==> config.mk <==
export PLATFORM = sky130hd
export DESIGN_NAME = lcd_frame_sequencer
export DESIGN_NICKNAME = d
export VERILOG_FILES = /design/src/rtl/lcd_frame_sequencer.sv
export SDC_FILE = /design/constraint.sdc
export NUM_CORES = 1
export LEC_CHECK = 0
export ABC_AREA = 1
export CORE_MARGIN = 3
export CORE_UTILIZATION = 35
export CTS_BUF_LIST = sky130_fd_sc_hd__clkbuf_8
export CTS_CLUSTER_SIZE = 14
export DETAILED_ROUTE_END_ITERATION = 12
export PLACE_DENSITY = 0.6
export SKIP_LAST_GASP = 1
export SYNTH_ARGS = -nofsm -noshare
export SYNTH_HDL_FRONTEND = slang
export SYNTH_SLANG_ARGS = --single-unit
==> constraint.sdc <==
create_clock -name clk -period 4.5 [get_ports clk]
set_input_delay 0.9 -clock clk [delete_from_list [all_inputs] [get_ports clk]]
set_output_delay 0.9 -clock clk [all_outputs]
set_load 0.02 [all_outputs]
==> src/rtl/lcd_frame_sequencer.sv <==
// lcd_frame_sequencer
//   Sole master of the ST7789V3 9-bit packet serializer ({rs,byte}, valid/ready).
//   After reset: pulse the panel hardware reset, play the init ROM (commands, data,
//   delays), then sit in IDLE. Each start emits the CASET/RASET/RAMWR window header
//   and streams WIDTH*HEIGHT RGB565 pixels, MSB byte first.
// Ports
//   clk, rst (async, active low)
//   start                         : begin one frame, honoured only in IDLE
//   px_valid/px_ready/px_data     : pixel source handshake (16b RGB565)
//   out_valid/out_ready/out_data  : serializer packet {rs, byte}
//   lcd_rst_n                     : panel hardware reset, active low
//   init_done, busy, frame_done   : status
// Build option
//   LCD_SEQ_DELAY_EN : real hardware-reset / init delays (DELAY_UNIT clk per tick).
//                      Undefined: every wait lasts one cycle (fast simulation).
module lcd_frame_sequencer #(
  parameter int WIDTH       = 240,
  parameter int HEIGHT      = 280,
  parameter int COL_OFFSET  = 0,
  parameter int ROW_OFFSET  = 20,
  parameter int DELAY_UNIT  = 12000,
  parameter int HWRST_TICKS = 10
) (
  input  logic        clk,
  input  logic        rst,
  input  logic        start,
  input  logic        px_valid,
  output logic        px_ready,
  input  logic [15:0] px_data,
  output logic        out_valid,
  input  logic        out_ready,
  output logic [8:0]  out_data,
  output logic        lcd_rst_n,
  output logic        init_done,
  output logic        busy,
  output logic        frame_done
);

  localparam int NPIX = WIDTH * HEIGHT;
  localparam int PXW  = $clog2(NPIX + 1);
  localparam logic [PXW-1:0] PX_LAST = PXW'(NPIX - 1);
  localparam logic [15:0] COL_S = 16'(COL_OFFSET);
  localparam logic [15:0] COL_E = 16'(COL_OFFSET + WIDTH - 1);
  localparam logic [15:0] ROW_S = 16'(ROW_OFFSET);
  localparam logic [15:0] ROW_E = 16'(ROW_OFFSET + HEIGHT - 1);

  typedef enum logic [3:0] {
    HWRST, HWWAIT, ROM_FETCH, ROM_SEND, ROM_DELAY,
    IDLE, WIN_SEND, PIX_LOAD, PIX_HI, PIX_LO
  } state_t;

  // ROM entry {type[1:0], payload[7:0]}: 00 cmd, 01 data, 10 delay ticks, 11 end
  function automatic logic [9:0] rom_at(input logic [3:0] i);
    case (i)
      4'd0:    rom_at = 10'h001;
      4'd1:    rom_at = {2'b10, 8'd150};
      4'd2:    rom_at = 10'h011;
      4'd3:    rom_at = {2'b10, 8'd120};
      4'd4:    rom_at = 10'h03A;
      4'd5:    rom_at = 10'h155;
      4'd6:    rom_at = 10'h036;
      4'd7:    rom_at = 10'h100;
      4'd8:    rom_at = 10'h021;
      4'd9:    rom_at = 10'h013;
      4'd10:   rom_at = 10'h029;
      4'd11:   rom_at = {2'b10, 8'd20};
      default: rom_at = 10'h300;
    endcase
  endfunction

  function automatic logic [8:0] win_pkt(input logic [3:0] i);
    case (i)
      4'd0:    win_pkt = 9'h02A;
      4'd1:    win_pkt = {1'b1, COL_S[15:8]};
      4'd2:    win_pkt = {1'b1, COL_S[7:0]};
      4'd3:    win_pkt = {1'b1, COL_E[15:8]};
      4'd4:    win_pkt = {1'b1, COL_E[7:0]};
      4'd5:    win_pkt = 9'h02B;
      4'd6:    win_pkt = {1'b1, ROW_S[15:8]};
      4'd7:    win_pkt = {1'b1, ROW_S[7:0]};
      4'd8:    win_pkt = {1'b1, ROW_E[15:8]};
      4'd9:    win_pkt = {1'b1, ROW_E[7:0]};
      default: win_pkt = 9'h02C;
    endcase
  endfunction

  state_t         state, nxt;
  logic [3:0]     rom_idx, win_idx;
  logic [8:0]     rom_q;      // {rs, payload} of the entry being sent/waited on
  logic [9:0]     rom_rd;
  logic [15:0]    px_q;
  logic [PXW-1:0] px_cnt;
  logic           wait_done;
  logic           acc;
  logic           px_last;

  assign rom_rd  = rom_at(rom_idx);
  assign acc     = out_valid & out_ready;
  assign px_last = (px_cnt == PX_LAST);

`ifdef LCD_SEQ_DELAY_EN
  localparam int PRW = (DELAY_UNIT > 1) ? $clog2(DELAY_UNIT) : 1;
  localparam logic [PRW-1:0] PRE_MAX = PRW'(DELAY_UNIT - 1);
  logic [PRW-1:0] pre_cnt;
  logic [7:0]     tick_cnt, tick_tgt;
  logic           in_wait;

  always_comb begin
    tick_tgt = rom_q[7:0];
    if (state == HWRST)       tick_tgt = 8'(HWRST_TICKS);
    else if (state == HWWAIT) tick_tgt = 8'd120;
  end

  assign in_wait   = (state == HWRST) || (state == HWWAIT) || (state == ROM_DELAY);
  assign wait_done = (pre_cnt == PRE_MAX) && (tick_cnt == tick_tgt - 8'd1);

  // prescaler x tick counter, cleared whenever no wait is in progress
  always_ff @(posedge clk or negedge rst) begin
    if (!rst) begin
      pre_cnt  <= '0;
      tick_cnt <= '0;
    end else if (!in_wait || wait_done) begin
      pre_cnt  <= '0;
      tick_cnt <= '0;
    end else if (pre_cnt == PRE_MAX) begin
      pre_cnt  <= '0;
      tick_cnt <= tick_cnt + 8'd1;
    end else begin
      pre_cnt  <= pre_cnt + 1'b1;
    end
  end
`else
  // fast-sim build: every wait collapses to one cycle
  logic unused_cfg;
  assign unused_cfg = ^{DELAY_UNIT, HWRST_TICKS};
  assign wait_done  = 1'b1;
`endif

  always_ff @(posedge clk or negedge rst) begin
    if (!rst) state <= HWRST;
    else      state <= nxt;
  end

  always_comb begin
    nxt = state;
    case (state)
      HWRST:     if (wait_done) nxt = HWWAIT;
      HWWAIT:    if (wait_done) nxt = ROM_FETCH;
      ROM_FETCH: begin
        case (rom_rd[9:8])
          2'b00, 2'b01: nxt = ROM_SEND;
`ifdef LCD_SEQ_DELAY_EN
          2'b10:        nxt = (rom_rd[7:0] == 8'd0) ? ROM_FETCH : ROM_DELAY;
`else
          2'b10:        nxt = ROM_DELAY;
`endif
          default:      nxt = IDLE;
        endcase
      end
      ROM_SEND:  if (out_ready) nxt = ROM_FETCH;
      ROM_DELAY: if (wait_done) nxt = ROM_FETCH;
      IDLE:      if (start) nxt = WIN_SEND;
      WIN_SEND:  if (out_ready && win_idx == 4'd10) nxt = PIX_LOAD;
      PIX_LOAD:  if (px_valid) nxt = PIX_HI;
      PIX_HI:    if (out_ready) nxt = PIX_LO;
      PIX_LO:    if (out_ready) nxt = px_last ? IDLE : PIX_LOAD;
      default:   nxt = HWRST;
    endcase
  end

  always_ff @(posedge clk or negedge rst) begin
    if (!rst) begin
      rom_idx    <= '0;
      rom_q      <= '0;
      win_idx    <= '0;
      px_q       <= '0;
      px_cnt     <= '0;
      init_done  <= 1'b0;
      frame_done <= 1'b0;
    end else begin
      frame_done <= (state == PIX_LO) && out_ready && px_last;
      case (state)
        ROM_FETCH: begin
          rom_q <= rom_rd[8:0];
          if (rom_rd[9:8] == 2'b11) init_done <= 1'b1;
          else                      rom_idx   <= rom_idx + 4'd1;
        end
        IDLE: begin
          win_idx <= '0;
          px_cnt  <= '0;
        end
        WIN_SEND:  if (out_ready) win_idx <= win_idx + 4'd1;
        PIX_LOAD:  if (px_valid)  px_q    <= px_data;
        PIX_LO:    if (out_ready) px_cnt  <= px_last ? '0 : px_cnt + 1'b1;
        default: ;
      endcase
    end
  end

  // packets come from registers only, so data holds while the serializer stalls
  always_comb begin
    out_valid = 1'b0;
    out_data  = '0;
    case (state)
      ROM_SEND: begin out_valid = 1'b1; out_data = rom_q;               end
      WIN_SEND: begin out_valid = 1'b1; out_data = win_pkt(win_idx);    end
      PIX_HI:   begin out_valid = 1'b1; out_data = {1'b1, px_q[15:8]};  end
      PIX_LO:   begin out_valid = 1'b1; out_data = {1'b1, px_q[7:0]};   end
      default: ;
    endcase
  end

  assign px_ready  = (state == PIX_LOAD);
  assign lcd_rst_n = (state != HWRST);
  assign busy      = (state != IDLE);

  logic unused_acc;
  assign unused_acc = acc;

endmodule

==> impl_metrics.py, run 1 <==
metrics = {
    "sta": {
        "slew_viol_final": 0,
        "hold_viol_final": 0,
        "fin_skew_ns": 0.009825,
        "min_period_ns": 3.407,
        "finalSetupTns_ns": 0,
        "grt_setup_unrepaired": "false",
        "fin_ws_ns": 1.093,
        "hold-worst-slack_ns": 0.4842,
        "worstMarginPinSlew_ns": 0.6982,
        "finalSetupViolCount": 0,
        "fmax_mhz": 293.5,
        "max-slew-margin-rel_pct": 53.45,
        "post-route-period-util_pct": 75.71,
    },
    "floorplan": {
        "fp.dieH_um": 104.6,
        "rows": 35,
        "start_util_pct": 36.50,
        "coreArea_um2": 9328,
        "dieArea_um2": 10950,
        "io_pins": 36,
        "dieWidth_um": 104.6,
    },
    "critical_path": {
        "worst-path-max-fanout": 17,
        "crit_type": "flop to output pin",
        "crit_path_end_kind": "output pin",
        "start_kind": "flop",
        "critPathArrivalTime_ns": 2.51,
        "critPathRequiredTime_ns": 3.60,
    },
    "grt": {
        "grt.total_usage_pct": 14.56,
        "grt_pass1_vias": 2801,
        "grt_start_max_net_pins": 39,
        "grt_antenna_before_repair": 0,
        "grt_pass1_wl_mm": 13.26,
        "overflow": 0,
    },
    "finish": {
        "antenna_cells": 0,
        "fill_cells": 956,
        "num-nets-final": 492,
        "drive_gt1_share_pct": 11.11,
        "utilization_pct": 42.52,
        "fin_cells": 588,
        "area_growth_pct": 16.50,
        "final_cell_area_um2": 3966,
    },
    "placement": {
        "place_area_um2": 3840,
        "dpl.hpwl_mm": 5.825,
        "dp_slack_ns": 1.424,
        "dp.cells": 580,
        "port_buffers": 35,
        "routabilityCongestion": 0.7951,
    },
    "routing": {
        "viasPerCell": 4.879,
        "detail-route-antenna-nets": 0,
        "routed_wl_mm": 7.775,
        "first_pass_iters": 5,
        "wl_per_cell_um": 13.22,
        "num_vias": 2869,
        "post-route-drc-count": 0,
        "dr.first_iter.drc_count": 83,
    },
    "run_status": {
        "status": "finished, final reports clean",
    },
    "synthesis": {
        "synth_top_cell_area_share_pct": 41.16,
        "synth_edf_count": 0,
        "yosysTopAreaCell": "dfrtp_1",
        "synth.yosys.seq_area_share_pct": 41.16,
        "synthCells": 424,
        "netlist_top_cells_area": "dfrtp_1, nand2_1, nor2_1",
        "ys_ff_latch": 56,
        "synthArstFlopShare_pct": 100.0,
        "syn_area_per_cell_um2": 8.030,
        "syn_area_um2": 3405,
        "yosysWarningCount": 0,
        "synth_fp_nets": 458,
        "synthFlopType": "dfrtp_1",
        "yosysUniqueCellTypes": 39,
    },
    "cts": {
        "post_cts_buffers": 0,
        "cts_sinks": 56,
        "cts_hold_buf": 0,
        "clk_transition_reported_paths_ns": 0.10,
        "htreeDepth": 2,
        "cts_max_path_buffers": 2,
        "cts_resized": 0,
        "insertion_delay_ns": 0.31,
        "cts_buffers": 5,
        "cts_tree": "built",
        "cts-root-buf": "clkbuf_8",
    },
    "pwr": {
        "static-leakage-power_nw": 1.891,
        "peakVddDrop_v": 0.0002335,
        "report.power.total_mw": 2.087,
        "power_density_nw_per_um2": 526.1,
    },
    "flow_run": {
        "maxCapViolCount": 0,
    },
    "worst_hold_path": {
        "hold_path.class": "flop to flop",
    },
}
cells by family (layout without fill, tap and decap cells):
family / after synthesis / in the layout / share of synthesized area (%)
flip-flops: 56 / 56 / 41.16
AND/OR/NAND/NOR: 234 / 234 / 31.02
AO/OA/AOI/OAI: 47 / 47 / 8.637
multiplexers: 16 / 16 / 6.394
buffers and inverters: 56 / 91 / 7.497
XOR/XNOR: 2 / 2 / 0.5146
adder cells (fa/ha/maj): 13 / 13 / 4.778
where the power goes:
group          switching, mW  internal (mW)  leakage [nW]
clock network          0.170          0.197        0.0645
logic                  0.527          0.387          1.10
registers              0.133          0.673         0.729
metal layers:
| layer | GRT usage, % | vias up | wire length (um) |
|---|---|---|---|
| li1 | - | 1461 | - |
| met1 | 19.07 | 1339 | 3693 |
| met2 | 24.91 | 63 | 3718 |
| met3 | 3.212 | 6 | 307 |
| met4 | 2.812 | 0 | 55 |
| met5 | 0 | - | 0 |
registers in the layout (all words and copies together) (netlist names):
register and count:
win_idx 4, rom_idx 4, rom_q 9, px_q 16, frame_done 1, px_cnt 17
state 4, init_done 1
layout make-up:
class                           instances  area (um^2)  area share, %
Sequential cell                        56         1401          35.33
Clock inverter                          1        30.03         0.7571
Tap cell                              129        161.4          4.069
Multi-Input combinational cell        312         1748          44.07
Timing Repair Buffer                   36        352.8          8.896
Clock buffer                            7        96.34          2.429
Inverter                               47        176.4          4.448
path summary, 6_finish.rpt:
check | depth (start not counted) | startpoint | end | slack [ns]
min in group asynchronous | 1 | rst | px_cnt[10]$_DFFE_PN0P_ | 0.51
worst min register to register | 1 | init_done$_DFFE_PN0P_ | init_done$_DFFE_PN0P_ | 0.48
worst max register to register | 9 | rom_idx[2]$_DFFE_PN0P_ | rom_idx[1]$_DFFE_PN0P_ | 2.63
worst min-delay path | 1 | init_done$_DFFE_PN0P_ | init_done$_DFFE_PN0P_ | 0.48
max in group asynchronous | 2 | rst | px_q[10]$_DFFE_PN0P_ | 3.15
worst max-delay path | 6 | state[0]$_DFFE_PN0P_ | out_data[2] | 1.09
worst max-delay path, cell delays in order, from the launching register on:
cell             delay, ns
dfrtp_1               0.47
inv_2                 0.09
nor2_4                0.13
and2_1                0.60
nand2_1               0.11
o2111ai_1             0.15
clkdlybuf4s50_1       0.64
cell usage in the layout, fill, tap and decap left out, types with 2 or more instances in the layout:
| cell | instances |
|---|---|
| or2_2 | 3 |
| inv_1 | 41 |
| nand2_4 | 3 |
| xor2_1 | 2 |
| nor2_4 | 2 |
| nand3b_1 | 2 |
| nand2_2 | 6 |
| clkdlybuf4s50_1 | 34 |
| nand4_1 | 15 |
| a31oi_1 | 3 |
| nand2_1 | 109 |
| dfrtp_1 | 56 |
| o22ai_1 | 3 |
| clkbuf_8 | 7 |
| ha_1 | 13 |
| nor2_2 | 3 |
| o21bai_1 | 2 |
| mux2_2 | 6 |
| o211ai_1 | 3 |
| mux2_4 | 10 |
| a32oi_1 | 2 |
| o21ai_0 | 14 |
| inv_2 | 5 |
| o2111ai_1 | 5 |
| nor2_1 | 50 |
| a21oi_1 | 10 |
| nand3_1 | 37 |
synth_stat cells (all sizes together) (2+ instances only):
library cell and n:
a21oi 10, a31oi 3, a32oi 2, buf 9
dfrtp 56, ha 13, inv 46, mux2 16
nand2 118, nand3 38, nand3b 2, nand4 16
nor2 55, o2111ai 5, o211ai 3, o21ai 16
o21bai 2, o22ai 3, or2 3, xor2 2
(Power assumes the default switching activity.)
==> inputs of run 2 (changes only) <==
- clock period: 4.5 -> 3.5 ns (I/O delays scaled with it)
==> impl_metrics.py, run 2 (synthesis results as in run 1) <==
metrics = {
    "run_status": {
        "status": "finished, final reports clean",
    },
    "sta": {
        "fin_skew_ns": 0.01370,
        "hold_viol_final": 0,
        "min_period_ns": 3.040,
        "finalSetupTns_ns": 0,
        "post-route-period-util_pct": 86.87,
        "max-slew-margin-rel_pct": 28.18,
        "finalSetupViolCount": 0,
        "slew_viol_final": 0,
        "worstMarginPinSlew_ns": 1.077,
        "grt_setup_unrepaired": "false",
        "fmax_mhz": 328.9,
    },
    "cts": {
        "cts_sinks": 56,
        "cts_tree": "built",
        "cts_resized": 0,
        "cts_buffers": 5,
        "cts-root-buf": "clkbuf_8",
        "cts_max_path_buffers": 2,
        "insertion_delay_ns": 0.31,
        "cts_hold_buf": 0,
        "htreeDepth": 2,
        "clk_transition_reported_paths_ns": 0.10,
        "post_cts_buffers": 0,
    },
    "finish": {
        "drive_gt1_share_pct": 11.11,
        "final_common_cell": "nand2_1",
        "antenna_cells": 0,
        "largest_reg_flops": 17,
        "reg_top3": "px_cnt: 17 flops, px_q: 16 flops, rom_q: 9 flops",
        "num-nets-final": 493,
        "fin_cells": 588,
        "regMostFlops": "px_cnt",
        "area_growth_pct": 15.40,
        "final_cell_mix": "nand2_1, dfrtp_1, nor2_1",
    },
    "critical_path": {
        "rr_startpoint": "rom_idx[0]$_DFFE_PN0P_",
        "reg2regPathDepth": 10,
        "critPathRequiredTime_ns": 2.80,
        "r2r_slack_ns": 1.63,
        "critPathArrivalTime_ns": 2.34,
        "start_kind": "flop",
        "crit_path_end_kind": "output pin",
        "worst-path-max-fanout": 5,
        "crit_type": "flop to output pin",
        "regToRegEndpoint": "rom_idx[2]$_DFFE_PN0P_",
    },
    "worst_hold_path": {
        "hold_path_end": "init_done$_DFFE_PN0P_",
        "hold_path.class": "flop to flop",
        "min-delay-start": "init_done$_DFFE_PN0P_",
        "hold_depth": 1,
    },
    "pwr": {
        "power_frac_seq_pct": 40.7,
        "static-leakage-power_nw": 1.871,
        "clkPwrFrac_pct": 13.5,
        "p_comb_share_pct": 45.8,
        "power_density_nw_per_um2": 653.6,
        "p_sw_mw": 1.068,
        "switching_share_pct": 41.57,
        "peakVddDrop_v": 0.0002950,
        "intPower_mw": 1.500,
    },
    "routing": {
        "first_pass_iters": 4,
        "post-route-drc-count": 0,
        "wl_per_cell_um": 13.40,
        "num_vias": 2839,
        "dr.first_iter.drc_count": 107,
        "detail-route-antenna-nets": 0,
        "viasPerCell": 4.828,
        "routed_wl_mm": 7.879,
    },
    "grt": {
        "overflow": 0,
        "grt_antenna_before_repair": 0,
        "grt.total_usage_pct": 14.93,
        "grt_pass1_vias": 2860,
        "grt_start_max_net_pins": 49,
        "grt_pass1_wl_mm": 13.45,
    },
    "placement": {
        "dp.cells": 581,
        "port_buffers": 35,
        "routabilityCongestion": 0.8746,
        "dpl.hpwl_mm": 5.969,
    },
    "floorplan": {
        "dieWidth_um": 104.6,
        "rows": 35,
        "coreArea_um2": 9328,
        "dieArea_um2": 10950,
        "start_util_pct": 36.50,
        "fp.dieH_um": 104.6,
        "io_pins": 36,
    },
    "flow_run": {
        "maxCapViolCount": 0,
    },
}
[run 2: critical path, cell delays in order (launching register included)]
cell and delay, ns:
dfrtp_1 0.42, inv_1 0.13, ha_1 0.24, or2_2 0.30
o221ai_1 0.16, nand2_1 0.08, nand3_1 0.09, clkdlybuf4s50_1 0.63
[run 2: how the worst max path moves through the flow]
stage	depth (start not counted)	endpoint	startpoint
after CTS	7	out_data[8]	win_idx[1]$_DFFE_PN0P_
after floorplan	7	out_data[3]	win_idx[0]$_DFFE_PN0P_
after global placement	6	out_data[2]	state[0]$_DFFE_PN0P_
final	7	out_data[8]	win_idx[1]$_DFFE_PN0P_
after global routing	7	out_data[8]	win_idx[1]$_DFFE_PN0P_
after detailed placement	7	out_data[8]	win_idx[1]$_DFFE_PN0P_
[run 2: cell type report]
cell class,count,area [um^2]
flip-flops and latches,56,1401
repair buffers,37,360.3
multi-input cells,312,1748
clock inverters,2,12.51
well taps,129,161.4
fillers,941,5399
clock buffers,5,68.82
inverters,47,176.4
[run 2: power by group through the flow]
stage	Combinational (mW)	Clock [mW]	Sequential (mW)
6_report	1.18	0.346	1.04
5_1_grt	1.33	0.385	1.07
4_1_cts	1.19	0.361	1.04
3_5_place_dp	1.19	0	1.05
3_3_place_gp	1.17	0	1.05
2_1_floorplan	0.889	0	1.00
[run 2: metrics by stage]
stage | instance area (um^2) | hold WS, ns | util (%) | setup WS (ns) | total power [mW]
floorplan | 3405 | 0.4044 | - | 1.430 | 1.891
global placement | 3847 | 0.4683 | 41.25 | 0.8937 | 2.221
detailed placement | 3847 | 0.4737 | 41.25 | 0.8275 | 2.239
CTS | 3929 | 0.5027 | 42.12 | 0.4530 | 2.598
global route | 3929 | 0.5162 | 42.12 | 0.3198 | 2.784
finish | 3929 | 0.4948 | 42.12 | 0.4595 | 2.568
[run 2: layer usage]
metal  wire length (um)  track usage (%)
met5                  0                0
met4                 68            3.749
met3                296            3.459
met2               3794            25.88
met1               3719            18.79
==> inputs of run 3 (changes only) <==
--- a/constraint.sdc
+++ b/constraint.sdc
@@ -3,2 +3,2 @@
 set_output_delay 0.7 -clock clk [all_outputs]
-set_load 0.02 [all_outputs]
+set_load 0.01 [all_outputs]
==> impl_metrics.py, run 3 (synthesis results as in run 1) <==
metrics = {
    "run_status": {
        "status": "finished, final reports clean",
    },
    "pwr": {
        "static-leakage-power_nw": 1.893,
        "power_density_nw_per_um2": 662.5,
        "peakVddDrop_v": 0.0003319,
    },
    "worst_hold_path": {
        "hold_path_end": "init_done$_DFFE_PN0P_",
        "hold_path.class": "flop to flop",
        "hold_depth": 1,
        "min-delay-start": "init_done$_DFFE_PN0P_",
    },
    "finish": {
        "area_growth_pct": 16.57,
        "multi_input_area_um2": 1748,
        "ff_latch_area_um2": 1401,
        "utilization_pct": 42.55,
        "regMostFlops": "px_cnt",
        "reg_top3": "px_cnt: 17 flops, px_q: 16 flops, rom_q: 9 flops",
        "final_cell_mix": "nand2_1, dfrtp_1, nor2_1",
        "drive_gt1_share_pct": 11.30,
        "largest_reg_flops": 17,
        "num-nets-final": 493,
        "final_common_cell": "nand2_1",
        "antenna_cells": 0,
        "fill_cells": 969,
    },
    "routing": {
        "post-route-drc-count": 0,
        "num_vias": 2907,
        "viasPerCell": 4.935,
        "dr.first_iter.drc_count": 149,
        "wl_per_cell_um": 13.48,
        "first_pass_iters": 4,
        "routed_wl_mm": 7.941,
        "detail-route-antenna-nets": 0,
    },
    "placement": {
        "dpl.hpwl_mm": 5.949,
        "routabilityCongestion": 0.8641,
        "port_buffers": 35,
    },
    "cts": {
        "post_cts_buffers": 0,
        "cts_max_path_buffers": 2,
        "insertion_delay_ns": 0.32,
        "cts_tree": "built",
        "cts_sinks": 56,
        "cts_buffers": 5,
        "cts_hold_buf": 0,
        "clk_transition_reported_paths_ns": 0.10,
        "cts_resized": 0,
        "cts-root-buf": "clkbuf_8",
        "htreeDepth": 2,
    },
    "critical_path": {
        "crit_type": "flop to output pin",
        "r2r_slack_ns": 1.62,
        "critPathArrivalTime_ns": 2.30,
        "critPathRequiredTime_ns": 2.80,
        "regToRegEndpoint": "rom_idx[2]$_DFFE_PN0P_",
        "rr_startpoint": "rom_idx[0]$_DFFE_PN0P_",
        "reg2regPathDepth": 10,
        "crit_path_end_kind": "output pin",
        "cp_slowest_stage_delay_ns": 0.56,
        "start_kind": "flop",
        "crit_slowest_cell": "clkdlybuf4s50_1",
        "path_cells": "inv_1, ha_1, or2_2, o221ai_1, nand2_1, nand3_1, clkdlybuf4s50_1",
        "worst-path-max-fanout": 6,
    },
    "grt": {
        "grt_start_max_net_pins": 49,
        "grt_antenna_before_repair": 0,
        "grt.total_usage_pct": 15.06,
        "grt_pass1_wl_mm": 13.55,
        "grt_pass1_vias": 2853,
        "overflow": 0,
    },
    "sta": {
        "min_period_ns": 3.003,
        "post-route-period-util_pct": 85.79,
        "hold-worst-slack_ns": 0.4849,
        "max-slew-margin-rel_pct": 26.04,
        "hold_viol_final": 0,
        "finalSetupTns_ns": 0,
        "worstMarginPinSlew_ns": 1.109,
        "finalSetupViolCount": 0,
        "fmax_mhz": 333.0,
        "grt_setup_unrepaired": "false",
        "slew_viol_final": 0,
        "fin_skew_ns": 0.01627,
    },
    "floorplan": {
        "dieWidth_um": 104.6,
        "start_util_pct": 36.50,
        "io_pins": 36,
        "dieArea_um2": 10950,
        "fp.dieH_um": 104.6,
        "coreArea_um2": 9328,
        "rows": 35,
    },
    "flow_run": {
        "maxCapViolCount": 0,
    },
}
-- run 3: worst max path at each step --
stage                           start           to  cells after the start
6_report       win_idx[0]$_DFFE_PN0P_  out_data[8]                      7
5_1_grt        win_idx[0]$_DFFE_PN0P_  out_data[8]                      7
4_1_cts        win_idx[0]$_DFFE_PN0P_  out_data[8]                      7
3_5_place_dp   win_idx[0]$_DFFE_PN0P_  out_data[8]                      7
3_3_place_gp     state[0]$_DFFE_PN0P_  out_data[2]                      6
2_1_floorplan  win_idx[0]$_DFFE_PN0P_  out_data[3]                      7
-- run 3: per-layer routing --
metal / track usage [%] / part of all wire [%]
met1: 19.73 / 47
met2: 25.18 / 48
met3: 3.274 / 4.3
met4: 4.124 / 1.4
met5: 0 / 0
-- run 3: through the flow --
stage	area [um^2]	setup WS, ns	std cells	power [mW]
after floorplan	3405	1.521	424	1.844
after global routing	3969	0.3713	589	2.850
after global placement	3847	0.9519	581	2.175
after detailed placement	3847	0.9050	581	2.191
after CTS	3969	0.5277	589	2.656
final	3969	0.4973	589	2.629
-- run 3: worst max-delay path, delay by kind of cell, from the launching register on --
kind / cells / cell delay, ns
compound gates: 1 / 0.17
fa+ha+maj: 1 / 0.25
buf+inv: 2 / 0.69
flops: 1 / 0.40
simple gates: 3 / 0.49
-- run 3: where the power goes --
group	total [mW]	leakage [nW]	internal, mW	switching (mW)
Clock	0.454	0.0614	0.234	0.219
Sequential	1.04	0.729	0.865	0.179
Combinational	1.13	1.10	0.497	0.634
-- run 3: cell type report --
cell class	instances	share of cell area, %
Inverter	47	4.445
Clock buffer	6	2.081
Clock inverter	2	0.9773
Multi-Input combinational cell	312	44.04
Tap cell	129	4.067
Sequential cell	56	35.31
Timing Repair Buffer	37	9.079
==> RTL change 1, RTL diff (flow settings as in run 2) <==
Change the parameter `HEIGHT` from 280 to 560.
--- a/src/rtl/lcd_frame_sequencer.sv
+++ b/src/rtl/lcd_frame_sequencer.sv
@@ -17,3 +17,3 @@
   parameter int WIDTH       = 240,
-  parameter int HEIGHT      = 280,
+  parameter int HEIGHT      = 560,
   parameter int COL_OFFSET  = 0,
Behaviour: same outputs for any inputs over 10 cycles, from zero or initial values and one cycle with rst low; that may be too few to reach the edited logic, so the function may still have changed.
==> RTL change 1 against run 2 <==
Hold slack got worse by 0.17 ns; sequential cell count increased by 1; synthesized area increased by 3.6%; design area increased by 6.4%; fmax decreased by 4.0%; highest routed layer unchanged; first-iteration DRC count increased by 49%; count of clock-buffer cells in the layout increased by 4; worst setup slack got worse by 0.13 ns; clock skew about the same; total power increased by 24%; wire length increased by 4.0%.
==> RTL change 1: results (changes against run 2) <==
post-DR wirelength/cell: 13.64 um (+1.8%)
Leak: 1.967 nW (+5.1%)
complex-gate fraction of the synthesized area: 0.09901 (+0.01264)
Post-synth EDFFs: 0 (unchanged)
worst vdd ir: 0.0003525 V (+19%)
Nets: 499 (+1.2%)
fill count: 987 (+4.9%)
largest net degree at the start of global routing: 37 (-24%)
asr flop ratio synth: 1.000 (unchanged)
crit path DAT: 2.47 ns (+0.13 ns)
wire length on met2: 4082 um (+7.6%)
first-pass GRT wire length: 14190 um (+5.5%)
Routed Wire Length: 8196 um (+4.0%)
Root Driver: clkbuf_8
via/cell ratio: 4.817 (-0.23%)
ANT cells: 0 (unchanged)
placed cells: 585 (+0.69%)
Regs by FF count: px_cnt (18), px_q (16), rom_q (9)
CTS Hold Bufs: 0 (unchanged)
Total GRT Usage: 0.1567 (+0.007397)
met3 WL: 330 um (+11%)
post-synthesis mux area share: 0.06175 (-0.002201)
met2 GRT Util: 0.2724 (+0.01363)
GR Util met1: 0.1937 (+0.005796)
Post-Synth Adder-Cell Area: 0.05323 (+0.005453)
port buffer count: 35 (unchanged)
share of the synthesized area in the top cell type: 0.4045 (-0.007071)
top post-synthesis cells by count: nand2_1 (91), dfrtp_1 (57), nor2_1 (48)
PostCTS Resize Cnt: 0 (unchanged)
clock skew: 0.01348 ns (-0.0002160 ns)
Least-Margin Pin Slew: 0.6537 ns (-0.4235 ns)
Hold Path Class: in -> async
Net Sw Power: 1.325 mW (+24%)
post-DP HPWL: 6047 um (+1.3%)
Initial DRC Count: 159 (+49%)
Synth Net Count: 461 (+0.66%)
Syn Inst Count: 425 (+0.24%)
Clk pin slew, worst setup/hold paths: 0.07 ns (-0.03 ns)
Metal-1 WL: 3681 um (-1.0%)
Clock Latency Late Sink: 0.34 ns (+0.03 ns)
GRT met3 Usage: 0.04189 (+0.007305)
Synth cell types: 41 (+5.1%)
Max Root-Sink Buffers: 2 (unchanged)
status: completed
post-synthesis sequential area ratio: 0.4045 (-0.007071)
cts bufs inserted: 9 (+4)
layout cells sized above 1: 0.1432 (+0.03205)
ys flop type: dfrtp_1
Setup WS pre-CTS: 0.6713 ns (-0.1562 ns)
gpl congestion: 0.8965 (+2.5%)
H-tree Lvls: 3 (+1)
vias in the first global route: 2899 (+1.4%)
Synth area leaders: dfrtp_1 (40%), nand2_1 (9.7%), ha_1 (5.3%)
worst-path maximum fanout: 15 (+10)
XOR/XNOR Fraction of Synth Area: 0.01739 (+0.01224)
Post-DP Area: 0.003970 sq mm (+3.2%)
==> RTL change 1: cell count changes in the layout (fill, tap and decap cells not counted), moves of 3 or more <==
cell	change
nand2_1	-18
inv_2	+5
xor2_1	+5
clkbuf_8	+4
o21ai_0	+4
nand3_1	-3
o21bai_1	+3
==> RTL change 1: path summary, 6_finish.rpt <==
check / start / end / slack [ns] / cells past startpoint
worst max register to register: px_cnt[0] / px_cnt[8] / 1.69 / 8
worst max-delay path: state[0] / out_data[0] / 0.33 / 9
worst min-delay path: rst / px_cnt[2] / 0.33 / 1
max in group asynchronous: rst / state[0] / 2.31 / 2
min in group clk: init_done / init_done / 0.48 / 1
worst min register to register: init_done / init_done / 0.48 / 1
==> RTL change 1: critical path, cell delays in order (launching register included) <==
cell and delay (ns):
dfrtp_1 0.62, nand2_1 0.12, inv_2 0.08, nand2_1 0.10, inv_2 0.26, nand2_1 0.08, o21ai_0 0.09, a21oi_1 0.06
o21ai_0 0.10, clkdlybuf4s50_1 0.62
==> RTL change 1: power groups by stage <==
stage	Sequential [mW]	Combinational, mW	Clock, mW
floorplan	1.04	1.10	0
CTS	1.11	1.41	0.690
global route	1.15	1.58	0.718
detailed placement	1.12	1.41	0
finish	1.12	1.40	0.673
global placement	1.12	1.39	0
==> RTL change 1: final cells by class <==
| class | instances | area [sq um] | area share |
|---|---|---|---|
| Multi-Input combinational cell | 308 | 1833 | 0.4384 |
| Sequential cell | 57 | 1426 | 0.3411 |
| Timing Repair Buffer | 36 | 352.8 | 0.08438 |
| Inverter | 51 | 191.4 | 0.04578 |
| Tap cell | 133 | 166.4 | 0.03980 |
| Clock buffer | 9 | 123.9 | 0.02962 |
| Clock inverter | 7 | 87.58 | 0.02095 |
==> RTL change 2, RTL diff (config.mk and constraints of run 2) <==
Without the edit above. Encoding of `state_t`: now one-hot (10 bits for 10 states).
--- a/src/rtl/lcd_frame_sequencer.sv
+++ b/src/rtl/lcd_frame_sequencer.sv
@@ -46,5 +46,5 @@
 
-  typedef enum logic [3:0] {
-    HWRST, HWWAIT, ROM_FETCH, ROM_SEND, ROM_DELAY,
-    IDLE, WIN_SEND, PIX_LOAD, PIX_HI, PIX_LO
+  typedef enum logic [9:0] {
+    HWRST = 10'b0000000001, HWWAIT = 10'b0000000010, ROM_FETCH = 10'b0000000100, ROM_SEND = 10'b0000001000, ROM_DELAY = 10'b0000010000,
+    IDLE = 10'b0000100000, WIN_SEND = 10'b0001000000, PIX_LOAD = 10'b0010000000, PIX_HI = 10'b0100000000, PIX_LO = 10'b1000000000
   } state_t;
Function: no difference found for any inputs over 10 cycles, from zero or initial values and one cycle with rst low; not proved beyond that.
==> RTL change 2 against run 2 <==
Wire length rose by 18%; critical path depth rose by 3; synthesized cell count rose by 12%; utilization rose by 0.92 points; cell count rose by 12%; sequential cell count rose by 6; design area rose by 14%; global-route usage rose by 1.7 points; worst setup slack got worse by 0.16 ns; synthesized area rose by 11%.
Power is not compared: it rests on default switching activity, and its combinational part moved more than twofold at a synthesized area within 25%.
==> RTL change 2: results (changes against run 2) <==
Root Driver: clkbuf_8
critical path's largest stage delay: 0.61 ns (-0.02 ns)
Setup WS pre-CTS: 0.5969 ns (-0.2305 ns)
Rel. slew slack: 0.3351 (+0.05331)
worst-path maximum fanout: 8 (+3)
drt first pass iters: 4 (unchanged)
PostCTS Resize Cnt: 0 (unchanged)
Vias: 3297 (+16%)
Regs by FF count: px_cnt (17), px_q (16), state (10)
port buffer count: 35 (unchanged)
wire length on met2: 4444 um (+17%)
Nets: 554 (+12%)
DR top layer: met4
post-DP HPWL: 7181 um (+20%)
gpl congestion: 0.8711 (-0.40%)
GR Util met1: 0.2188 (+0.03085)
Setup Buffers After CTS: 0 (unchanged)
Initial DRC Count: 153 (+43%)
CTS Hold Bufs: 0 (unchanged)
Total GRT Usage: 0.1663 (+0.01694)
delay-heaviest family, CP: buffers and inverters
Synth area leaders: dfrtp_1 (41%), nand2_1 (12%), inv_1 (5.6%)
fill count: 1057 (+12%)
Metal-1 WL: 4375 um (+18%)
cts bufs inserted: 9 (+4)
met3 WL: 376 um (+27%)
status: completed
post-synthesis sequential area ratio: 0.4122 (+0.0005421)
antenna violations before repair: 0 (unchanged)
layout cells sized above 1: 0.1185 (+0.007436)
GRT met3 Usage: 0.03993 (+0.005340)
largest net degree at the start of global routing: 45 (-8.2%)
vias in the first global route: 3335 (+17%)
Leak: 2.176 nW
asr flop ratio synth: 1.000 (unchanged)
Hold Path Class: reg -> reg
ANT cells: 0 (unchanged)
met2 GRT Util: 0.2772 (+0.01848)
clock skew: 0.01050 ns (-0.003204 ns)
top post-synthesis cells by count: nand2_1 (117), dfrtp_1 (61), inv_1 (56)
Post-DP Area: 0.004263 sq mm (+11%)
Clk pin slew, worst setup/hold paths: 0.08 ns (-0.02 ns)
Synth Net Count: 512 (+12%)
H-tree Lvls: 3 (+1)
slowest CP cell: clkdlybuf4s50_1
Clock Latency Late Sink: 0.34 ns (+0.03 ns)
crit path DAT: 2.50 ns (+0.16 ns)
post-DR wirelength/cell: 14.05 um (+4.9%)
Max Cap Viol: 0 (unchanged)
first-pass GRT wire length: 15770 um (+17%)
Synth cell types: 40 (+2.6%)
==> RTL change 2: cell types whose count changed after synthesis, sizes merged, moves of 3 or more <==
cell and delta:
nand2 +7, clkbuf +3, nand3 -6, nor3 +5
nand4 +7, buf -5, xor2 +4, o2111ai -4
or2 -3, inv +14, dfrtp +5, o21ai +19
==> RTL change 2: final timing paths <==
path / start / end / slack [ns] / depth (start not counted)
worst min register to register: init_done / init_done / 0.49 / 2
worst max-delay path: state[9] / out_data[5] / 0.30 / 10
worst min-delay path: init_done / init_done / 0.49 / 2
min in group asynchronous: rst / state[2] / 0.53 / 1
max in group asynchronous: rst / px_q[10] / 2.19 / 2
worst max register to register: state[2] / px_cnt[9] / 1.57 / 10
==> RTL change 2: cell families after synthesis <==
group | synth area share
compound gates | 0.08934
xor+xnor | 0.01395
fa+ha+maj | 0.04982
buf+inv | 0.07306
flops | 0.4122
mux | 0.06277
simple gates | 0.2989
==> RTL change 2: metrics by stage <==
stage,total power [mW],std cells,util
5_1_grt,2.264,659,0.4304
3_5_place_dp,1.432,643,0.4092
3_3_place_gp,1.421,643,0.4092
6_report,2.128,659,0.4304
4_1_cts,2.147,659,0.4304
2_1_floorplan,1.262,476,-
==> RTL change 2: layout make-up <==
cell class	instances	area, sq um	share of cell area
inverters	62	232.7	0.05191
repair buffers	38	367.9	0.08205
clock inverters	7	96.34	0.02149
flip-flops and latches	62	1553	0.3464
multi-input cells	345	1939	0.4326
well taps	136	170.2	0.03796
clock buffers	9	123.9	0.02763
==> RTL change 2: power by group <==
| group | leakage [nW] | total, mW | internal (mW) | switching [mW] |
|---|---|---|---|---|
| clock network | 0.114 | 0.713 | 0.405 | 0.308 |
| logic | 1.24 | 0.523 | 0.202 | 0.321 |
| registers | 0.822 | 0.892 | 0.807 | 0.0855 |
